--- src/rtl/fft_bin_rotator.sv ---
// fft_bin_rotator
//   Per-bin complex rotator placed between the FFT core and the spectrum
//   buffer. Each accepted bin X[n] is multiplied by the phasor P[n] read from
//   an external coefficient RAM, either as X*P or as X*conj(P). Rotation only
//   engages and disengages on frame boundaries. Results are rounded half-up
//   and saturated. A frame-length checker runs continuously.
// Ports
//   clk, rst            single clock, synchronous active-high reset
//   i_mode              operating mode (MODE_ROT / MODE_CONJ engage)
//   i_FFT_*             input bin stream (valid strobe, gaps allowed, last)
//   o_ram_rotate_addr   coefficient RAM address = index of next expected bin
//   i_phase_cos/sin     RAM read data, valid COEF_LAT cycles after addressing
//   o_rotate_*          rotated output stream (COEF_LAT+3 cycle latency)
//   o_len_err           1-cycle pulse on frame-length mismatch
//   o_busy              engaged or finishing (ARM/WORK/DRAIN)
module fft_bin_rotator #(
  parameter int         FFT_POINT  = 8192,
  parameter int         ADDR_WIDTH = 14,
  parameter int         DATA_W     = 16,
  parameter int         COEF_W     = 16,
  parameter int         COEF_LAT   = 1,
  parameter logic [7:0] MODE_ROT   = 8'd4,
  parameter logic [7:0] MODE_CONJ  = 8'd5
) (
  input  logic                  clk,
  input  logic                  rst,
  input  logic [7:0]            i_mode,
  input  logic [DATA_W-1:0]     i_FFT_I_data,
  input  logic [DATA_W-1:0]     i_FFT_Q_data,
  input  logic                  i_FFT_valid,
  input  logic                  i_FFT_last,
  output logic [ADDR_WIDTH-1:0] o_ram_rotate_addr,
  input  logic [COEF_W-1:0]     i_phase_cos,
  input  logic [COEF_W-1:0]     i_phase_sin,
  output logic [DATA_W-1:0]     o_rotate_I_data,
  output logic [DATA_W-1:0]     o_rotate_Q_data,
  output logic                  o_rotate_valid,
  output logic                  o_rotate_last,
  output logic                  o_len_err,
  output logic                  o_busy
);

  localparam int PW = DATA_W + COEF_W;       // product width
  localparam int SW = PW + 1;                // full-precision sum width
  localparam int RW = DATA_W + 2;            // rounded, pre-saturation width
  localparam logic [ADDR_WIDTH-1:0] LP_LAST_IDX = ADDR_WIDTH'(FFT_POINT - 1);
  localparam logic signed [SW-1:0]  LP_RND = SW'(1) <<< (COEF_W - 2);
  localparam logic signed [RW-1:0]  LP_MAX = {3'b000, {(DATA_W-1){1'b1}}};
  localparam logic signed [RW-1:0]  LP_MIN = {3'b111, {(DATA_W-1){1'b0}}};

  typedef enum logic [1:0] {S_IDLE, S_ARM, S_WORK, S_DRAIN} state_t;

  state_t r_state;
  state_t w_next;

  logic [ADDR_WIDTH-1:0] r_cnt;
  logic                  r_len_err;
  logic                  r_conj;
  logic                  r_drain_done;

  logic w_accept, w_at_end, w_boundary;
  logic w_mode_rot, w_mode_conj, w_mode_ok;
  logic w_frame_gap;
  logic w_emit;
  logic w_pipe_busy;

  // Pipeline storage
  logic                     r_al_v    [COEF_LAT];
  logic                     r_al_last [COEF_LAT];
  logic                     r_al_conj [COEF_LAT];
  logic signed [DATA_W-1:0] r_al_i    [COEF_LAT];
  logic signed [DATA_W-1:0] r_al_q    [COEF_LAT];

  logic                 r_s1_v, r_s1_last, r_s1_conj;
  logic signed [PW-1:0] r_p_ic, r_p_qs, r_p_is, r_p_qc;
  logic                 r_s2_v, r_s2_last;
  logic signed [RW-1:0] r_s2_i, r_s2_q;
  logic                 r_out_v, r_out_last;
  logic [DATA_W-1:0]    r_out_i, r_out_q;

  logic signed [COEF_W-1:0] w_cos, w_sin;
  logic signed [SW-1:0]     w_sum_i, w_sum_q, w_rnd_i, w_rnd_q;
  logic signed [RW-1:0]     w_rs_i, w_rs_q;
  logic [DATA_W-1:0]        w_sat_i, w_sat_q;

  assign w_accept    = i_FFT_valid;
  assign w_at_end    = (r_cnt == LP_LAST_IDX);
  assign w_boundary  = w_accept & (i_FFT_last | w_at_end);
  assign w_mode_rot  = (i_mode == MODE_ROT);
  assign w_mode_conj = (i_mode == MODE_CONJ);
  assign w_mode_ok   = w_mode_rot | w_mode_conj;
  // Between frames: counter at 0 and no beat arriving this cycle.
  assign w_frame_gap = (r_cnt == '0) & ~w_accept;

  // Frame tracking runs in every state so alignment is known before engaging.
  always_ff @(posedge clk) begin
    if (rst) begin
      r_cnt     <= '0;
      r_len_err <= 1'b0;
    end else begin
      if (w_boundary)
        r_cnt <= '0;
      else if (w_accept)
        r_cnt <= r_cnt + ADDR_WIDTH'(1);
      r_len_err <= w_accept & (i_FFT_last ^ w_at_end);
    end
  end

  assign o_ram_rotate_addr = r_cnt;
  assign o_len_err         = r_len_err;

  // FSM: state register
  always_ff @(posedge clk) begin
    if (rst) r_state <= S_IDLE;
    else     r_state <= w_next;
  end

  // FSM: next state
  always_comb begin
    w_next = r_state;
    case (r_state)
      S_IDLE:  if (w_mode_ok) w_next = S_ARM;
      S_ARM: begin
        if (!w_mode_ok)                      w_next = S_IDLE;
        else if (w_boundary || w_frame_gap)  w_next = S_WORK;
      end
      S_WORK:  if (!w_mode_ok) w_next = S_DRAIN;
      S_DRAIN: if (r_drain_done && !w_pipe_busy) w_next = S_IDLE;
      default: w_next = S_IDLE;
    endcase
  end

  // FSM: outputs. Beats of the frame in progress keep emitting in DRAIN
  // until its boundary beat has been accepted.
  always_comb begin
    w_emit = w_accept & ((r_state == S_WORK) | ((r_state == S_DRAIN) & ~r_drain_done));
    o_busy = (r_state != S_IDLE);
  end

  // Rotation sense is latched on entry to WORK and re-latched only at frame
  // boundaries; each beat carries its own copy, so a boundary re-latch never
  // affects beats already in flight.
  always_ff @(posedge clk) begin
    if (rst) begin
      r_conj       <= 1'b0;
      r_drain_done <= 1'b0;
    end else begin
      if ((w_next == S_WORK) && ((r_state != S_WORK) || w_boundary || w_frame_gap))
        r_conj <= w_mode_conj;
      if ((r_state == S_WORK) && (w_next == S_DRAIN))
        r_drain_done <= w_boundary;
      else if ((r_state == S_DRAIN) && w_boundary)
        r_drain_done <= 1'b1;
    end
  end

  always_comb begin
    w_pipe_busy = r_s1_v | r_s2_v | r_out_v;
    for (int unsigned k = 0; k < COEF_LAT; k++)
      w_pipe_busy = w_pipe_busy | r_al_v[k];
  end

  // Pipeline control and output registers
  always_ff @(posedge clk) begin
    if (rst) begin
      for (int unsigned k = 0; k < COEF_LAT; k++) r_al_v[k] <= 1'b0;
      r_s1_v     <= 1'b0;
      r_s2_v     <= 1'b0;
      r_out_v    <= 1'b0;
      r_out_last <= 1'b0;
      r_out_i    <= '0;
      r_out_q    <= '0;
    end else begin
      r_al_v[0] <= w_emit;
      for (int unsigned k = 1; k < COEF_LAT; k++) r_al_v[k] <= r_al_v[k-1];
      r_s1_v     <= r_al_v[COEF_LAT-1];
      r_s2_v     <= r_s1_v;
      r_out_v    <= r_s2_v;
      r_out_last <= r_s2_v & r_s2_last;
      if (r_s2_v) begin
        r_out_i <= w_sat_i;
        r_out_q <= w_sat_q;
      end
    end
  end

  assign w_cos = $signed(i_phase_cos);
  assign w_sin = $signed(i_phase_sin);

  // Datapath registers (no reset needed; qualified by the valid chain)
  always_ff @(posedge clk) begin
    r_al_i[0]    <= $signed(i_FFT_I_data);
    r_al_q[0]    <= $signed(i_FFT_Q_data);
    r_al_last[0] <= i_FFT_last;
    r_al_conj[0] <= r_conj;
    for (int unsigned k = 1; k < COEF_LAT; k++) begin
      r_al_i[k]    <= r_al_i[k-1];
      r_al_q[k]    <= r_al_q[k-1];
      r_al_last[k] <= r_al_last[k-1];
      r_al_conj[k] <= r_al_conj[k-1];
    end
    r_p_ic    <= PW'(r_al_i[COEF_LAT-1]) * PW'(w_cos);
    r_p_qs    <= PW'(r_al_q[COEF_LAT-1]) * PW'(w_sin);
    r_p_is    <= PW'(r_al_i[COEF_LAT-1]) * PW'(w_sin);
    r_p_qc    <= PW'(r_al_q[COEF_LAT-1]) * PW'(w_cos);
    r_s1_last <= r_al_last[COEF_LAT-1];
    r_s1_conj <= r_al_conj[COEF_LAT-1];
    r_s2_i    <= w_rs_i;
    r_s2_q    <= w_rs_q;
    r_s2_last <= r_s1_last;
  end

  // Sum, round half-up, shift back to data scale
  always_comb begin
    if (r_s1_conj) begin
      w_sum_i = SW'(r_p_ic) + SW'(r_p_qs);
      w_sum_q = SW'(r_p_qc) - SW'(r_p_is);
    end else begin
      w_sum_i = SW'(r_p_ic) - SW'(r_p_qs);
      w_sum_q = SW'(r_p_is) + SW'(r_p_qc);
    end
    w_rnd_i = w_sum_i + LP_RND;
    w_rnd_q = w_sum_q + LP_RND;
    w_rs_i  = RW'(w_rnd_i >>> (COEF_W - 1));
    w_rs_q  = RW'(w_rnd_q >>> (COEF_W - 1));
  end

  // Saturate
  always_comb begin
    if (r_s2_i > LP_MAX)      w_sat_i = DATA_W'(LP_MAX);
    else if (r_s2_i < LP_MIN) w_sat_i = DATA_W'(LP_MIN);
    else                      w_sat_i = DATA_W'(r_s2_i);
    if (r_s2_q > LP_MAX)      w_sat_q = DATA_W'(LP_MAX);
    else if (r_s2_q < LP_MIN) w_sat_q = DATA_W'(LP_MIN);
    else                      w_sat_q = DATA_W'(r_s2_q);
  end

  assign o_rotate_I_data = r_out_i;
  assign o_rotate_Q_data = r_out_q;
  assign o_rotate_valid  = r_out_v;
  assign o_rotate_last   = r_out_last;

endmodule

--- config.mk ---
export PLATFORM = sky130hd
export DESIGN_NAME = fft_bin_rotator
export DESIGN_NICKNAME = d
export VERILOG_FILES = /design/src/rtl/fft_bin_rotator.sv
export SDC_FILE = /design/constraint.sdc
export NUM_CORES = 2
export LEC_CHECK = 0
export ABC_AREA = 0
export CORE_AREA = 2 2 321 323
export DETAILED_ROUTE_END_ITERATION = 12
export DIE_AREA = 0 0 323 325
export GPL_ROUTABILITY_DRIVEN = 0
export GPL_TIMING_DRIVEN = 0
export PLACE_DENSITY = 0.64
export SKIP_LAST_GASP = 1
export SYNTH_ARGS = -nofsm -noshare
export SYNTH_HDL_FRONTEND = slang
export SYNTH_SLANG_ARGS = --single-unit
--- constraint.sdc ---
create_clock -name clk -period 7.8 [get_ports clk]
set_input_delay 0.78 -clock clk [delete_from_list [all_inputs] [get_ports clk]]
set_output_delay 0.78 -clock clk [all_outputs]
set_load 0.005 [all_outputs]
==> run summary <==
The logs give 2 for the deepest level of the CTS H-tree and 7045 for the final instance count without filler cells. The first global-routing pass estimated 235 mm of wire. Post-synthesis cell type with the largest combined area: fa_1. After detailed routing, the average wire length per cell comes to 21.7 um. TritonCTS built the clock tree.

The detailed router finished its first iteration with 3224 violations. The number of top-level design ports was 126; the number of warnings printed during yosys synthesis was 0. The number of buffer and inverter stages on the critical path came out at 7. Cells fill 54.0% of the core in the end. In this run the clock root is driven by a clkbuf_16. The initial antenna violation count was 16; the worst stage delay on the critical path was 0.77 ns. Yosys attributes the largest share of cell area to fa_1, dfxtp_1, ha_1. Critical path depth in cells: 25.

Number of filler cells placed in the layout: 9434. The number of violations of the max-capacitance limit is 0. For this configuration, the core starts out at a cell density of 49.6%. The total number of placement rows was 117. The top cell family by delay on the critical path was adder cells. From synthesis to final layout, the design area changed by 8.67%. Clock-pin slew of the registers on the worst-case setup and hold paths: 0.07 ns. Post-synthesis instance area: 50300 sq um. The tools report the final-report max-slew violation count as 0. Category of the most critical setup path: in -> reg. The clock sink count is 257. The hold violation count in the final report is 0, and the cell count after synthesis is 5478. In the final layout, the multi-input gates occupy 39800 sq um.

Sequential cells were found to cover 10.2% of the synthesized design area. Detailed placement finished with a half-perimeter wire length of 127 mm. For this run, the detailed router's first-pass iteration total came to 6. In this run the remaining antenna-violating nets after routing total 0. Data arrives at the worst endpoint at 8.24 ns.

The final-stage net count came out at 7162. The maximum fanout along the worst path was 10. The worst path uses 99.3% of the clock period.

STA classifies the critical path endpoint as a flop. The worst setup path is launched from an input pin. Setup slack on the worst reg-to-reg path comes out at 0.14 ns. The clock passes through at most 3 buffers. The number of global-route vias before repair came out at 39288. In the global route stage, overall resource usage came out at 30.2%. The logs give 98 for the count of unique library cells instantiated by Yosys and 7.28% for the headroom to the max-slew limit. Among all flip-flop cells after synthesis, the most frequent one is dfxtp_1. The total length of routed wires was 153 mm; the number of synthesized register bits was 257. The area share of the largest cell type after synthesis was 41.7%; the clock insertion delay at the later pin of the skew report was 0.64 ns. The run gives 6971 as the cell count after placement. Based on the critical path, the design can be clocked at up to 0.129 GHz. The tools report the global-route congestion overflow total as 0. After synthesis, the share of flip-flops with an asynchronous set or reset is 0%. The vertical die dimension was 325 um; the largest net degree at the start of global routing was 14. The routed layout has 38271 vias.

For the worst flop-to-flop path, the logic depth is 22. STA puts the critical path data required time at 8.29 ns. In this run, post-CTS hold repair placed 0 buffers.

The final setup violation count came out at 0. In this run, synthesis inferred 0 flip-flops with an integrated enable. Input and output buffers added on the ports amount to 125.

Hold timing on the final database bottoms out at a slack of 0.329 ns. Setup repair after global routing could not meet its margin everywhere. The worst hold path was traced through 0 stages.

In the routed layout, each cell is associated on average with a via count of 5.43. The clock arrives with 0.0620 ns of skew. The post-route netlist has 3.37% of its cells at a drive strength greater than 1.

The combined flip-flop and latch cell area was 5140 sq um; the x dimension of the die was 323 um. The core area was 101000 sq um; the remaining design rule violation count was 0. The average cell area after synthesis was 9.18 sq um. The slowest stage of the critical path belongs to the cell clkdlybuf4s50_1. The number of clock buffers added by TritonCTS is 36. Total nets after synthesis: 6999. The routed design could run at a clock period as short as 7.75 ns.

The flow ran to the end, and the final reports show no timing, DRC or antenna violations. The transition time at the pin with the least slew margin came out at 1.39 ns. The floorplan step defined a die boundary enclosing 105000 sq um. The class of the tightest hold or removal check is reg -> reg.
[layout make-up]
class	instances	share of cell area, %
plain buffers	228	1.86
inverters	1189	8.17
flip-flops and latches	257	9.41
well taps	1368	3.13
repair buffers	125	2.32
multi-input cells	3804	72.8
clock inverters	20	0.444
diodes	9	0.0412
clock buffers	45	1.78
[sequential cells by signal, indices dropped and copies added, names as in the netlist, 2 cells and up]
register / count
o_rotate_Q_data: 16
r_s2_q: 18
r_state: 2
r_p_qc: 32
r_p_is: 32
r_p_ic: 32
r_s2_i: 18
r_al_q: 16
r_p_qs: 32
o_rotate_I_data: 16
o_ram_rotate_addr: 14
r_al_i: 16
[layer usage]
metal	track usage [%]	part of all wire (%)	up-vias
met1	41.5	41	19265
met4	15.2	6.1	2
met2	44.0	42	1751
met5	0	0.0085	-
li1	-	-	16865
met3	8.06	11	388
[placed cells by master, fill, tap and decap left out, types with 13 or more instances in the layout]
cell	count
inv_1	1188
fa_1	1048
nand2_1	539
and2_1	514
ha_1	397
dfxtp_1	257
nor2_1	206
xnor2_1	183
a21oi_1	165
clkbuf_1	143
clkdlybuf4s50_1	116
o21ai_0	96
xor2_1	90
nand2b_1	68
clkbuf_2	68
a21o_1	64
nor3_1	41
nand3_1	40
clkbuf_16	36
nor2b_1	25
nor4_1	22
o21a_1	21
o21bai_1	21
nand4_1	21
a31oi_1	20
and3_1	17
a211oi_1	15
o211ai_1	13
[repair_timing]
item                                    in CTS  in global routing
gates resized for setup                     16                193
setup buffers                                0                  0
endpoints found under the setup margin       5                 15
hold endpoints to repair                     0                  0
[cells by family after synthesis]
| family | Yosys count | synth area share [%] |
|---|---|---|
| AO/OA/AOI/OAI | 499 | 6.43 |
| XOR/XNOR | 275 | 4.79 |
| adder cells (fa/ha/maj) | 1445 | 51.6 |
| buffers and inverters | 1417 | 10.7 |
| flip-flops | 257 | 10.2 |
| multiplexers | 14 | 0.294 |
| AND/OR/NAND/NOR | 1571 | 16.0 |
[worst register-to-register path, delay by kind of cell (launching register included)]
family	cells	cell delay, ns
adder cells (fa/ha/maj)	7	3.21
AO/OA/AOI/OAI	4	1.49
AND/OR/NAND/NOR	6	1.21
buffers and inverters	5	1.08
flip-flops	1	0.51
[synth_stat cells (7+ instances only)]
cell type  instances
clkbuf_1         217
nand4_1           21
mux2i_1           11
and2_1           514
ha_1             397
inv_1           1188
xnor2_1          184
or2_2              8
o21a_1            21
nand2_1          539
nor2b_1           25
nand3_1           40
o21ai_0           96
xor2_1            91
nor3_1            41
a211oi_1          15
o211ai_1          13
a31oi_1           20
and3_1            17
nor3b_1            7
fa_1            1048
a21oi_1          165
a21o_1            64
nand2b_1          68
o21bai_1          21
nor2_1           206
nand3b_1           7
nor4_1            22
or3_1             12
dfxtp_1          257
[stage by stage]
step	TNS [ns]	setup WS [ns]	cell area, sq um
5_1_grt	-0.113	-0.113	54600
2_1_floorplan	0	1.25	50300
4_1_cts	-0.154	-0.154	54500
6_report	0	0.0536	54700
3_5_place_dp	-13.99	-1.08	53300
3_3_place_gp	-12.79	-1.03	53300
[final timing paths]
path                         start            endpoint
min reg2reg   r_al_conj[0]$_DFF_P_   r_s1_conj$_DFF_P_
max reg2reg  r_al_i[0][10]$_DFF_P_  r_p_is[30]$_DFF_P_
min           r_al_conj[0]$_DFF_P_   r_s1_conj$_DFF_P_
max                i_phase_cos[11]  r_p_ic[31]$_DFF_P_
Power is left out: the tool's default activity adds up to more than one toggle a clock period on the data nets, which glitch-free logic cannot reach.
